## config.mk

```make
export PLATFORM = sky130hd
export DESIGN_NAME = mojo_serial_block_rx
export DESIGN_NICKNAME = d
export VERILOG_FILES = /design/src/rtl/mojo_serial_block_rx.sv
export SDC_FILE = /design/constraint.sdc
export NUM_CORES = 1
export LEC_CHECK = 0
export ABC_CLOCK_PERIOD_IN_PS = 2050
export BUFFER_PORTS_ARGS = -buffer_cell sky130_fd_sc_hd__buf_2
export CELL_PAD_IN_SITES_DETAIL_PLACEMENT = 1
export CELL_PAD_IN_SITES_GLOBAL_PLACEMENT = 2
export CORE_MARGIN = 2
export CORE_UTILIZATION = 33
export DETAILED_ROUTE_END_ITERATION = 16
export PLACE_DENSITY = 0.84
export SLEW_MARGIN = 15
export SYNTH_ARGS = -nofsm -noshare
export SYNTH_HDL_FRONTEND = slang
export SYNTH_SLANG_ARGS = --single-unit
```

## constraint.sdc

```tcl
create_clock -name clk -period 2.05 [get_ports clk]
set_clock_uncertainty 0.05 [all_clocks]
set_input_delay 0.205 -clock clk [delete_from_list [all_inputs] [get_ports clk]]
set_output_delay 0.205 -clock clk [all_outputs]
set_load 0.02 [all_outputs]
```

## src/rtl/mojo_serial_block_rx.sv

```systemverilog
// mojo_serial_block_rx: assembles 1..MAX_BYTES uart bytes into a held valid/ready block.
// Define MOJO_SERIAL_BLOCK_TIMEOUT_EN to discard partial blocks after TIMEOUT_CYCLES idle cycles.
module mojo_serial_block_rx #(
    parameter int MAX_BYTES = 4,
    parameter bit LSB_FIRST = 1'b0,
    parameter int TIMEOUT_CYCLES = 50000,
    localparam int LB = $clog2(MAX_BYTES + 1),
    localparam int W = MAX_BYTES * 8
) (
    input  logic          clk,
    input  logic          rst,
    input  logic [7:0]    rx_data,
    input  logic          new_rx_data,
    input  logic [LB-1:0] block_len,
    output logic [W-1:0]  rx_block,
    output logic [LB-1:0] rx_block_bytes,
    output logic          rx_block_valid,
    input  logic          rx_block_ready,
    output logic          overrun,
    output logic          timeout
);
    typedef enum logic [1:0] {IDLE, FILL, HOLD} state_t;

    state_t        state, state_n;
    logic [W-1:0]  blk, blk_n;
    logic [LB-1:0] cnt, cnt_n, len, len_n, req_len;
    logic          ovr_n, take, first, expire;

    function automatic logic [W-1:0] put(input logic [W-1:0] base, input logic [LB-1:0] k,
                                         input logic [7:0] b);
        return LSB_FIRST ? (base | (W'(b) << {k, 3'b000})) : ((base << 8) | W'(b));
    endfunction

    assign req_len = (block_len == '0 || block_len > LB'(MAX_BYTES)) ? LB'(MAX_BYTES) : block_len;
    // A byte in HOLD is only taken when the held block is consumed on the same edge.
    assign take  = new_rx_data && (state != HOLD || rx_block_ready);
    assign first = state != FILL;

`ifdef MOJO_SERIAL_BLOCK_TIMEOUT_EN
    localparam int IW = $clog2(TIMEOUT_CYCLES);
    logic [IW-1:0] idle;
    assign expire = state == FILL && !new_rx_data && idle == IW'(TIMEOUT_CYCLES - 1);
    always_ff @(posedge clk or negedge rst) begin
        if (!rst) begin
            idle    <= '0;
            timeout <= 1'b0;
        end else begin
            idle    <= (state == FILL && !new_rx_data && !expire) ? idle + IW'(1) : '0;
            timeout <= expire;
        end
    end
`else
    assign expire  = 1'b0;
    assign timeout = 1'b0;
`endif

    always_comb begin
        state_n = state;
        blk_n   = blk;
        cnt_n   = cnt;
        len_n   = len;
        ovr_n   = state == HOLD && new_rx_data && !rx_block_ready;
        if (state == HOLD && rx_block_ready)
            state_n = IDLE;
        if (take && first) begin
            len_n   = req_len;
            blk_n   = put('0, '0, rx_data);
            cnt_n   = LB'(1);
            state_n = (req_len == LB'(1)) ? HOLD : FILL;
        end else if (take) begin
            blk_n   = put(blk, cnt, rx_data);
            cnt_n   = cnt + LB'(1);
            state_n = (cnt + LB'(1) == len) ? HOLD : FILL;
        end else if (expire) begin
            blk_n   = '0;
            cnt_n   = '0;
            state_n = IDLE;
        end
    end

    always_ff @(posedge clk or negedge rst) begin
        if (!rst) begin
            state   <= IDLE;
            blk     <= '0;
            cnt     <= '0;
            len     <= '0;
            overrun <= 1'b0;
        end else begin
            state   <= state_n;
            blk     <= blk_n;
            cnt     <= cnt_n;
            len     <= len_n;
            overrun <= ovr_n;
        end
    end

    assign rx_block       = blk;
    assign rx_block_bytes = cnt;
    assign rx_block_valid = state == HOLD;
endmodule

```

==> flow_summary.json, run 1 <==
{
  "crit_path_top_delay_cell": "or3b_1",
  "drv_slew": 0,
  "cts-buffers-inserted": 5,
  "synth_top_area_share_pct": 59.9,
  "arrival_ns": 1.94,
  "clk_latency_ns": 0.30,
  "synth_mux_area_share_pct": 8.62,
  "synth_nets": 135,
  "grt-ovfl-total": 0,
  "critical_path_class": "register to register",
  "grt_pass1_wl_um": 6310,
  "cap_viol_max_count": 0,
  "synth_area_leaders": "dfrtp_1, a22o_1, mux2_2",
  "fillers": 546,
  "dieArea_um2": 5780,
  "via_per_inst": 4.74,
  "syn_inst": 118,
  "initial_utilization_pct": 34.0,
  "clock-sinks": 41,
  "cp.buffers_inverters": 0,
  "place.gp.congestion": 0.756,
  "routedWlPerCell_um": 15.4,
  "synth.largest_area_cell": "dfrtp_1",
  "multi_input_area_um2": 596,
  "port_buffers": 51,
  "fmax_mhz": 550,
  "synth_top_family_by_area": "compound AO/OA/AOI/OAI gates",
  "track_usage_pct": 13.8,
  "tritoncts": "yes",
  "rsz0062_at_grt": "false",
  "ys_seq_area_share_pct": 59.9,
  "die_w_um": 76.0,
  "setup_tns_ns": 0,
  "synth_xor_area_share_pct": 2.41,
  "synth_edf_count": 0,
  "peakVddDrop_v": 0.000539,
  "slowest_delay_ns": 0.54,
  "regArea_um2": 1030,
  "yosysWarnings": 0,
  "syn-cell-area_um2": 1710,
  "dr.pass1.iters": 3,
  "async_flop_share_pct": 100,
  "setup_violations": 0,
  "synth_ff_type": "dfrtp_1",
  "p_per_area_nw_per_um2": 1430,
  "reg2reg_slack_ns": 0.23,
  "place_hpwl_um": 2770,
  "holdPathEnd": "rx_block[4]",
  "cts.repair.resized": 0,
  "ys_types": 32,
  "fin_nets": 189,
  "post-cts-setup-buffers": 0,
  "clk_pin_slew_ns": 0.09,
  "diodes": 0,
  "postRouteAntennaNets": 0,
  "cts_root_buffer": "clkbuf_8",
  "crit_chain": "or3b_1 -> nand2_8 -> mux2_2",
  "cp-start-kind": "register",
  "required_ns": 2.17,
  "dp_slack_ns": 0.246,
  "fin_ws_ns": 0.231,
  "period_minus_slack_ns": 1.82,
  "h-tree-depth": 2,
  "yosys.area_share.simple_pct": 6.36,
  "end_kind": "register",
  "holdCritPathClass": "input pin to register",
  "drive_gt1_share_pct": 43.9,
  "num_vias": 1152,
  "core_area_um2": 5040,
  "grt_pass1_vias": 1236,
  "path_max_fanout": 34,
  "finalHoldViolations": 0,
  "worstReg2RegStart": "state[0]",
  "num_rows": 26,
  "total_power_mw": 3.04,
  "yosys.area_share.adder_pct": 1.46,
  "post-route-period-util_pct": 88.7,
  "path_delay_family": "simple AND/OR/NAND/NOR gates",
  "grt_antenna_before_repair": 0,
  "fp.dieH_um": 76.0,
  "drc": 0,
  "area_delta_synth_final_pct": 24.4,
  "r2r-end": "rx_block[3]",
  "syn_avg_cell_area_um2": 14.5,
  "synth-seq-cells": 41,
  "p_leak_nw": 1.11,
  "whs_path_depth": 2,
  "min_from": "rx_data[4]",
  "synth_compound_area_share_pct": 15.7,
  "clock_path_buffers": 2,
  "num_io_pins": 53,
  "status": "completed",
  "worstRegToRegCells": 3,
  "drt_wl_total_um": 3750,
  "synth_common_cells": "dfrtp_1, a22o_1, mux2_2, inv_1, mux2_4",
  "drtIter0Drc": 84,
  "yosysMostFrequentCell": "dfrtp_1",
  "grt_max_degree": 35
}
-- report_power, final --
| group | switching [mW] | leakage [nW] | internal, mW |
|---|---|---|---|
| combinational | 0.636 | 0.532 | 0.483 |
| clock | 0.293 | 0.0543 | 0.365 |
| sequential | 0.207 | 0.523 | 1.05 |
| total | 1.14 | 1.11 | 1.90 |
-- metrics by stage --
| stage | hold WS [ns] | cell area (µm²) | instances | utilization (%) |
|---|---|---|---|---|
| final | 0.0826 | 2130 | 243 | 42.3 |
| after global routing | 0.0672 | 2130 | 243 | 42.3 |
| after CTS | 0.0763 | 2130 | 243 | 42.3 |
| after detailed placement | -0.0297 | 2010 | 234 | 39.8 |
| after global placement | -0.0298 | 2010 | 234 | 39.8 |
| after floorplan | -0.141 | 1710 | 118 | - |
-- cell usage in the layout (no fill, tap or decap), types with 2 or more instances in the layout --
master / instances
mux2i_1: 2
buf_2: 51
a22o_1: 26
inv_1: 5
dfrtp_1: 41
mux2_2: 6
clkbuf_8: 5
nor2b_1: 3
nor2_1: 2
mux2_4: 4
buf_4: 3
ha_1: 2
-- area by class of cell --
| cell class | count | share of cell area [%] |
|---|---|---|
| Tap cell | 70 | 4.11 |
| Clock inverter | 3 | 2.17 |
| Inverter | 5 | 0.881 |
| Sequential cell | 41 | 48.2 |
| Timing Repair Buffer | 55 | 13.5 |
| Multi-Input combinational cell | 64 | 28.0 |
| Clock buffer | 5 | 3.23 |
-- cell families after synthesis --
family	count (synthesis)
AOI/OAI and AO/OA	31
xor gates and xnor gates	3
adders and majority gates	2
buffers and inverters	13
DFF	41
muxes	12
other	1
and+or+nand+nor	15
-- layer usage --
metal | up-vias | part of all wire, % | wire length, µm | global-route usage [%]
met5 | - | 0 | 0 | 0
met4 | 0 | 0.77 | 29 | 4.91
met3 | 2 | 5.8 | 216 | 4.98
met2 | 29 | 52 | 1930 | 23.4
met1 | 585 | 42 | 1570 | 16.2
li1 | 536 | - | - | -
-- state kept, by name, summed over array words and instances, names as in the netlist --
register,count
rx_block_bytes,3
len,3
overrun,1
state,2
rx_block,32
-- timing repair --
item                       in CTS  in global routing
hold endpoints to repair       41                  0
hold buffers                    1                  0
setup endpoints to repair       0                  0
-- worst max-delay path by stage --
stage             endpoint  startpoint  depth (start not counted)
5_1_grt        rx_block[0]    state[0]                          3
6_report       rx_block[3]    state[0]                          3
4_1_cts        rx_block[3]    state[0]                          3
3_3_place_gp   rx_block[2]    state[0]                          3
2_1_floorplan  rx_block[4]    state[0]                          5
3_5_place_dp   rx_block[3]    state[0]                          3
(Power assumes the default switching activity.)
==> inputs of run 2 (changes only) <==
--- a/config.mk
+++ b/config.mk
@@ -5,14 +5,14 @@
 export SDC_FILE = /design/constraint.sdc
 export NUM_CORES = 1
 export LEC_CHECK = 0
-export ABC_CLOCK_PERIOD_IN_PS = 2050
+export ABC_CLOCK_PERIOD_IN_PS = 2200
 export BUFFER_PORTS_ARGS = -buffer_cell sky130_fd_sc_hd__buf_2
 export CELL_PAD_IN_SITES_DETAIL_PLACEMENT = 1
 export CELL_PAD_IN_SITES_GLOBAL_PLACEMENT = 2
 export CORE_MARGIN = 2
-export CORE_UTILIZATION = 33
+export CORE_UTILIZATION = 36
 export DETAILED_ROUTE_END_ITERATION = 16
-export PLACE_DENSITY = 0.84
+export PLACE_DENSITY = 0.9
 export SLEW_MARGIN = 15
 export SYNTH_ARGS = -nofsm -noshare
 export SYNTH_HDL_FRONTEND = slang
==> constraint.sdc (replaced) <==
create_clock -name clk -period 2.2 [get_ports clk]
set_clock_uncertainty 0.05 [all_clocks]
set_input_delay 0.22 -clock clk [delete_from_list [all_inputs] [get_ports clk]]
set_output_delay 0.22 -clock clk [all_outputs]
set_load 0.02 [all_outputs]
==> run 2 against run 1 <==
Net effect: the run now ends with negative hold slack left; final cell count down 8.2%; worst hold slack lost 0.084 ns; sequential share of layout area is 1.7 points higher; sequential power decreased by 6%; core utilization is 1.9 points higher; global-route usage up 0.69 points; critical path type unchanged; largest cell class unchanged; highest routed layer unchanged.
==> flow_summary.json, run 2 (same netlist as run 1, synthesis figures left out) <==
{
  "status": "complete, but fails checks",
  "violations": "negative hold slack",
  "fin_hold_ws_ns": -0.00131,
  "slowest_delay_ns": 0.55,
  "worstRegToRegCells": 3,
  "peakVddDrop_v": 0.000519,
  "arrival_ns": 1.93,
  "crit_chain": "or3b_1 -> nand2_8 -> mux2_2",
  "core_area_um2": 4660,
  "reg2reg_slack_ns": 0.40,
  "final_core_util_pct": 44.1,
  "crit_path_top_delay_cell": "or3b_1",
  "track_usage_pct": 14.5,
  "area_delta_synth_final_pct": 20.1,
  "num_rows": 25,
  "rsz0062_at_grt": "false",
  "h-tree-depth": 2,
  "path_max_fanout": 34,
  "total_power_mw": 2.70,
  "fmax_mhz": 554,
  "final_common_cell": "buf_2",
  "die_w_um": 73.0,
  "routedWlPerCell_um": 16.1,
  "p_int_mw": 1.68,
  "tritoncts": "yes",
  "grt_pass1_vias": 1142,
  "clkPwrFrac_pct": 17.9,
  "fillers": 494,
  "setup_tns_ns": 0,
  "drive_gt1_share_pct": 42.6,
  "grt_antenna_before_repair": 0,
  "holdCritPathClass": "input pin to async pin",
  "cts_hold_buffers": 0,
  "num_io_pins": 53,
  "clk_latency_ns": 0.29,
  "swShare_pct": 37.9,
  "p_per_area_nw_per_um2": 1310,
  "drtIter0Drc": 29,
  "finalHoldViolations": 1,
  "p_leak_nw": 1.09,
  "cp.buffers_inverters": 0,
  "grt_max_degree": 42,
  "postPlaceCellArea_um2": 1970,
  "power_frac_seq_pct": 43.6,
  "num_vias": 1169,
  "crit_cells": 3,
  "critical_path_class": "register to register",
  "initial_utilization_pct": 36.8,
  "fp.dieH_um": 73.0,
  "grt-ovfl-total": 0,
  "required_ns": 2.32,
  "r2r-end": "rx_block[2]",
  "post-cts-setup-buffers": 0,
  "fin_nets": 186,
  "worstReg2RegStart": "state[0]",
  "postRouteAntennaNets": 0,
  "clock_path_buffers": 2,
  "clk_pin_slew_ns": 0.07,
  "p_sw_mw": 1.02,
  "place_hpwl_um": 2610,
  "cap_viol_max_count": 0,
  "post-route-period-util_pct": 82.0,
  "via_per_inst": 5.24,
  "path_delay_family": "simple AND/OR/NAND/NOR gates",
  "cp-start-kind": "register",
  "cts_root_buffer": "clkbuf_8",
  "place.gp.congestion": 0.667,
  "period_minus_slack_ns": 1.80,
  "p_comb_share_pct": 38.5,
  "final_area_um2": 2060,
  "startpoint": "state[0]",
  "end_kind": "register",
  "clock-sinks": 41,
  "port_buffers": 51,
  "final_cell_mix": "buf_2, dfrtp_1, a22o_1",
  "tightestPinTransition_ns": 0.881,
  "diodes": 0,
  "largest_register_ffs": 32,
  "setup_violations": 0,
  "drc": 0,
  "drv_slew": 0,
  "drt_wl_total_um": 3590,
  "cts-buffers-inserted": 5,
  "relSlewSlack_pct": 41.2,
  "dr.pass1.iters": 4,
  "cts.repair.resized": 0,
  "grt_pass1_wl_um": 5780,
  "dieArea_um2": 5330
}
==> run 2: cell count changes in the layout (fill, tap and decap cells not counted) <==
cell           before  now
clkbuf_8            5    6
clkinv_4            1    0
clkinvlp_4          1    0
clkbuf_1            0    1
bufinv_16           1    0
dlygate4sd3_1       1    0
buf_4               3    1
==> run 2: routing by layer <==
layer	wire length [µm]	GRT usage (%)	share of wire, %	vias up
li1	-	-	-	530
met3	265	4.83	7.4	5
met5	0	0	0	-
met1	1630	20.6	46	585
met2	1650	21.0	46	49
met4	42	4.32	1.2	0
==> run 2: how the worst max path moves through the flow <==
stage                       end  slack (ns)
detailed placement  rx_block[2]        0.40
global placement    rx_block[1]        0.47
finish              rx_block[2]        0.40
floorplan           rx_block[4]        0.60
CTS                 rx_block[2]        0.39
global route        rx_block[2]        0.32
==> run 2: cell type report <==
class                      instances  area [µm²]  share of cell area (%)
multi-input combinational         64         596                    29.0
timing repair buffer              52         263                    12.8
inverter                           5        18.8                   0.912
tap                               54        67.6                    3.28
clock buffer                       7        86.3                    4.20
sequential                        41        1030                    49.9
==> run 2: power by group through the flow <==
stage	clock network (mW)	logic, mW	registers [mW]
CTS	0.502	1.05	1.18
finish	0.484	1.04	1.18
detailed placement	0	1.05	1.19
global placement	0	1.01	1.18
floorplan	0	0.503	1.39
global route	0.539	1.12	1.21
==> run 2: metrics by stage <==
| stage | setup slack (ns) | hold WS [ns] | std cells |
|---|---|---|---|
| final | 0.396 | -0.00131 | 223 |
| after detailed placement | 0.403 | 0.345 | 216 |
| after global placement | 0.466 | 0.322 | 216 |
| after floorplan | 0.598 | -0.126 | 118 |
| after CTS | 0.390 | 0.0221 | 223 |
| after global routing | 0.319 | 0.0633 | 223 |
==> run 2: worst reg2reg max path, stage by stage (launching register included) <==
cell     delay (ns)
dfrtp_1        0.44
or3b_1         0.55
nand2_8        0.27
mux2_2         0.39
==> inputs of run 3 (changes only) <==
--- a/config.mk
+++ b/config.mk
@@ -5,14 +5,14 @@
 export SDC_FILE = /design/constraint.sdc
 export NUM_CORES = 1
 export LEC_CHECK = 0
-export ABC_CLOCK_PERIOD_IN_PS = 2200
+export ABC_CLOCK_PERIOD_IN_PS = 1600
 export BUFFER_PORTS_ARGS = -buffer_cell sky130_fd_sc_hd__buf_2
 export CELL_PAD_IN_SITES_DETAIL_PLACEMENT = 1
 export CELL_PAD_IN_SITES_GLOBAL_PLACEMENT = 2
 export CORE_MARGIN = 2
-export CORE_UTILIZATION = 36
+export CORE_UTILIZATION = 30
 export DETAILED_ROUTE_END_ITERATION = 16
-export PLACE_DENSITY = 0.9
+export PLACE_DENSITY = 0.8
 export SLEW_MARGIN = 15
 export SYNTH_ARGS = -nofsm -noshare
 export SYNTH_HDL_FRONTEND = slang
==> constraint.sdc (replaced) <==
create_clock -name clk -period 1.6 [get_ports clk]
set_clock_uncertainty 0.05 [all_clocks]
set_input_delay 0.16 -clock clk [delete_from_list [all_inputs] [get_ports clk]]
set_output_delay 0.16 -clock clk [all_outputs]
set_load 0.02 [all_outputs]
==> run 3 against run 2 <==
Net effect: the run now ends clean; cell area increased by 6.4%; critical endpoint is now state[1]; via count increased by 3.5%; sequential share of layout area decreased by 3.0 points; worst hold slack improved by 0.050 ns; critical path depth increased by 1; final cell count increased by 13%; first-iteration DRC count decreased by 34%; combinational power increased by 55%; register-to-register slack got worse by 0.34 ns; count of clock-buffer cells in the layout decreased by 2; total power increased by 42%.
==> flow_summary.json, run 3 (same netlist as run 1, synthesis figures left out) <==
{
  "num_rows": 27,
  "cap_viol_max_count": 0,
  "use_met1_pct": 16.0,
  "core_area_um2": 5510,
  "cts-buffers-inserted": 5,
  "dr.pass1.iters": 4,
  "clkPwrFrac_pct": 16.9,
  "cp-start-kind": "register",
  "clock_path_buffers": 2,
  "p_sw_mw": 1.47,
  "p_leak_nw": 1.14,
  "fin_nets": 195,
  "p_comb_share_pct": 41.8,
  "use_met3_pct": 3.51,
  "grt_max_degree": 27,
  "largest_register_ffs": 32,
  "fp.dieH_um": 79.6,
  "top_usage_layer": "met2",
  "diodes": 0,
  "setup_violations": 0,
  "num_vias": 1210,
  "routedWlPerCell_um": 15.2,
  "tritoncts": "yes",
  "status": "completed",
  "grt_pass1_vias": 1356,
  "place.gp.congestion": 0.752,
  "path_max_fanout": 3,
  "setup_tns_ns": 0,
  "clock-sinks": 41,
  "postRouteAntennaNets": 0,
  "drc": 0,
  "tightestPinTransition_ns": 0.526,
  "critical_path_class": "register to register",
  "postPlaceCellArea_um2": 2070,
  "holdCritPathClass": "input pin to register",
  "num_io_pins": 53,
  "via_per_inst": 4.82,
  "finalHoldViolations": 0,
  "initial_utilization_pct": 31.1,
  "drive_gt1_share_pct": 48.0,
  "area_delta_synth_final_pct": 27.8,
  "grt_antenna_before_repair": 0,
  "drtIter0Drc": 19,
  "dieArea_um2": 6330,
  "final_common_cell": "buf_2",
  "h-tree-depth": 2,
  "whs_path_depth": 2,
  "post-route-period-util_pct": 96.2,
  "clk_latency_ns": 0.29,
  "rsz0062_at_grt": "false",
  "drt_wl_total_um": 3810,
  "p_per_area_nw_per_um2": 1750,
  "end_kind": "register",
  "regArea_um2": 1030,
  "required_ns": 1.78,
  "final_cell_mix": "buf_2, dfrtp_1, a22o_1",
  "period_minus_slack_ns": 1.54,
  "port_buffers": 51,
  "arrival_ns": 1.72,
  "grt_pass1_wl_um": 6330,
  "fin_ws_ns": 0.0602,
  "fillers": 595,
  "die_w_um": 79.6,
  "fmax_mhz": 649,
  "final_core_util_pct": 39.8,
  "grt-ovfl-total": 0,
  "place_hpwl_um": 2910,
  "peakVddDrop_v": 0.000586,
  "cts_root_buffer": "clkbuf_8",
  "track_usage_pct": 12.6,
  "total_power_mw": 3.84,
  "final_area_um2": 2190,
  "p_int_mw": 2.37,
  "dp_slack_ns": -0.0747,
  "relSlewSlack_pct": 64.9,
  "swShare_pct": 38.3,
  "clk_pin_slew_ns": 0.08,
  "power_frac_seq_pct": 41.3,
  "met2_usage_pct": 21.0,
  "multi_input_area_um2": 611,
  "drv_slew": 0,
  "worstRegToRegCells": 4
}
run 3: cell count changes in the layout (fill, tap and decap cells not counted), sizes merged:
cell         delta
clkinv          +2
buf             +8
clkbuf          -2
dlygate4sd3     +1
clkinvlp        +1
run 3: power groups by stage:
stage                     Clock, mW  Combinational, mW  Sequential (mW)
final                         0.650               1.61             1.59
after global routing          0.705               1.75             1.64
after CTS                     0.675               1.57             1.60
after detailed placement          0               1.57             1.61
after global placement            0               1.51             1.59
after floorplan                   0              0.691             1.91
run 3: layout make-up:
cell class	count	share of cell area, %
repair buffers	61	16.3
multi-input cells	64	27.9
flip-flops and latches	41	46.9
clock buffers	5	3.14
inverters	5	0.857
well taps	72	4.11
clock inverters	3	0.800
run 3: path summary, 6_finish.rpt:
path	end	startpoint	slack, ns
max in group asynchronous	rx_block[15]	rst	0.68
worst min register to register	rx_block[30]	rx_block[30]	0.46
worst max-delay path	state[1]	rx_block_bytes[1]	0.06
worst min-delay path	rx_block[2]	rx_data[2]	0.05
min in group asynchronous	state[0]	rst	0.33
worst max register to register	state[1]	rx_block_bytes[1]	0.06
run 3: per-stage QoR:
stage	cells	hold WS, ns
floorplan	118	-0.186
finish	251	0.0488
global placement	241	0.103
global route	251	0.0518
detailed placement	241	0.120
CTS	250	0.0412
run 3: layer usage:
metal / part of all wire (%) / up-vias
met2: 50 / 43
met4: 1.1 / 0
li1: - / 553
met3: 6.8 / 6
met5: 0 / -
met1: 42 / 608
run 3: what timing repair did:
item / in CTS / in global routing
gates resized for setup: 0 / 4
hold endpoints to repair: 21 / 0
hold buffers: 1 / 0
buffers inserted: 0 / 1
endpoints found under the setup margin: 0 / 18
run 3: worst max-delay path, stage by stage (launching register included):
cell	delay, ns
dfrtp_1	0.37
ha_2	0.20
xor3_1	0.44
o31ai_2	0.24
a31o_2	0.18
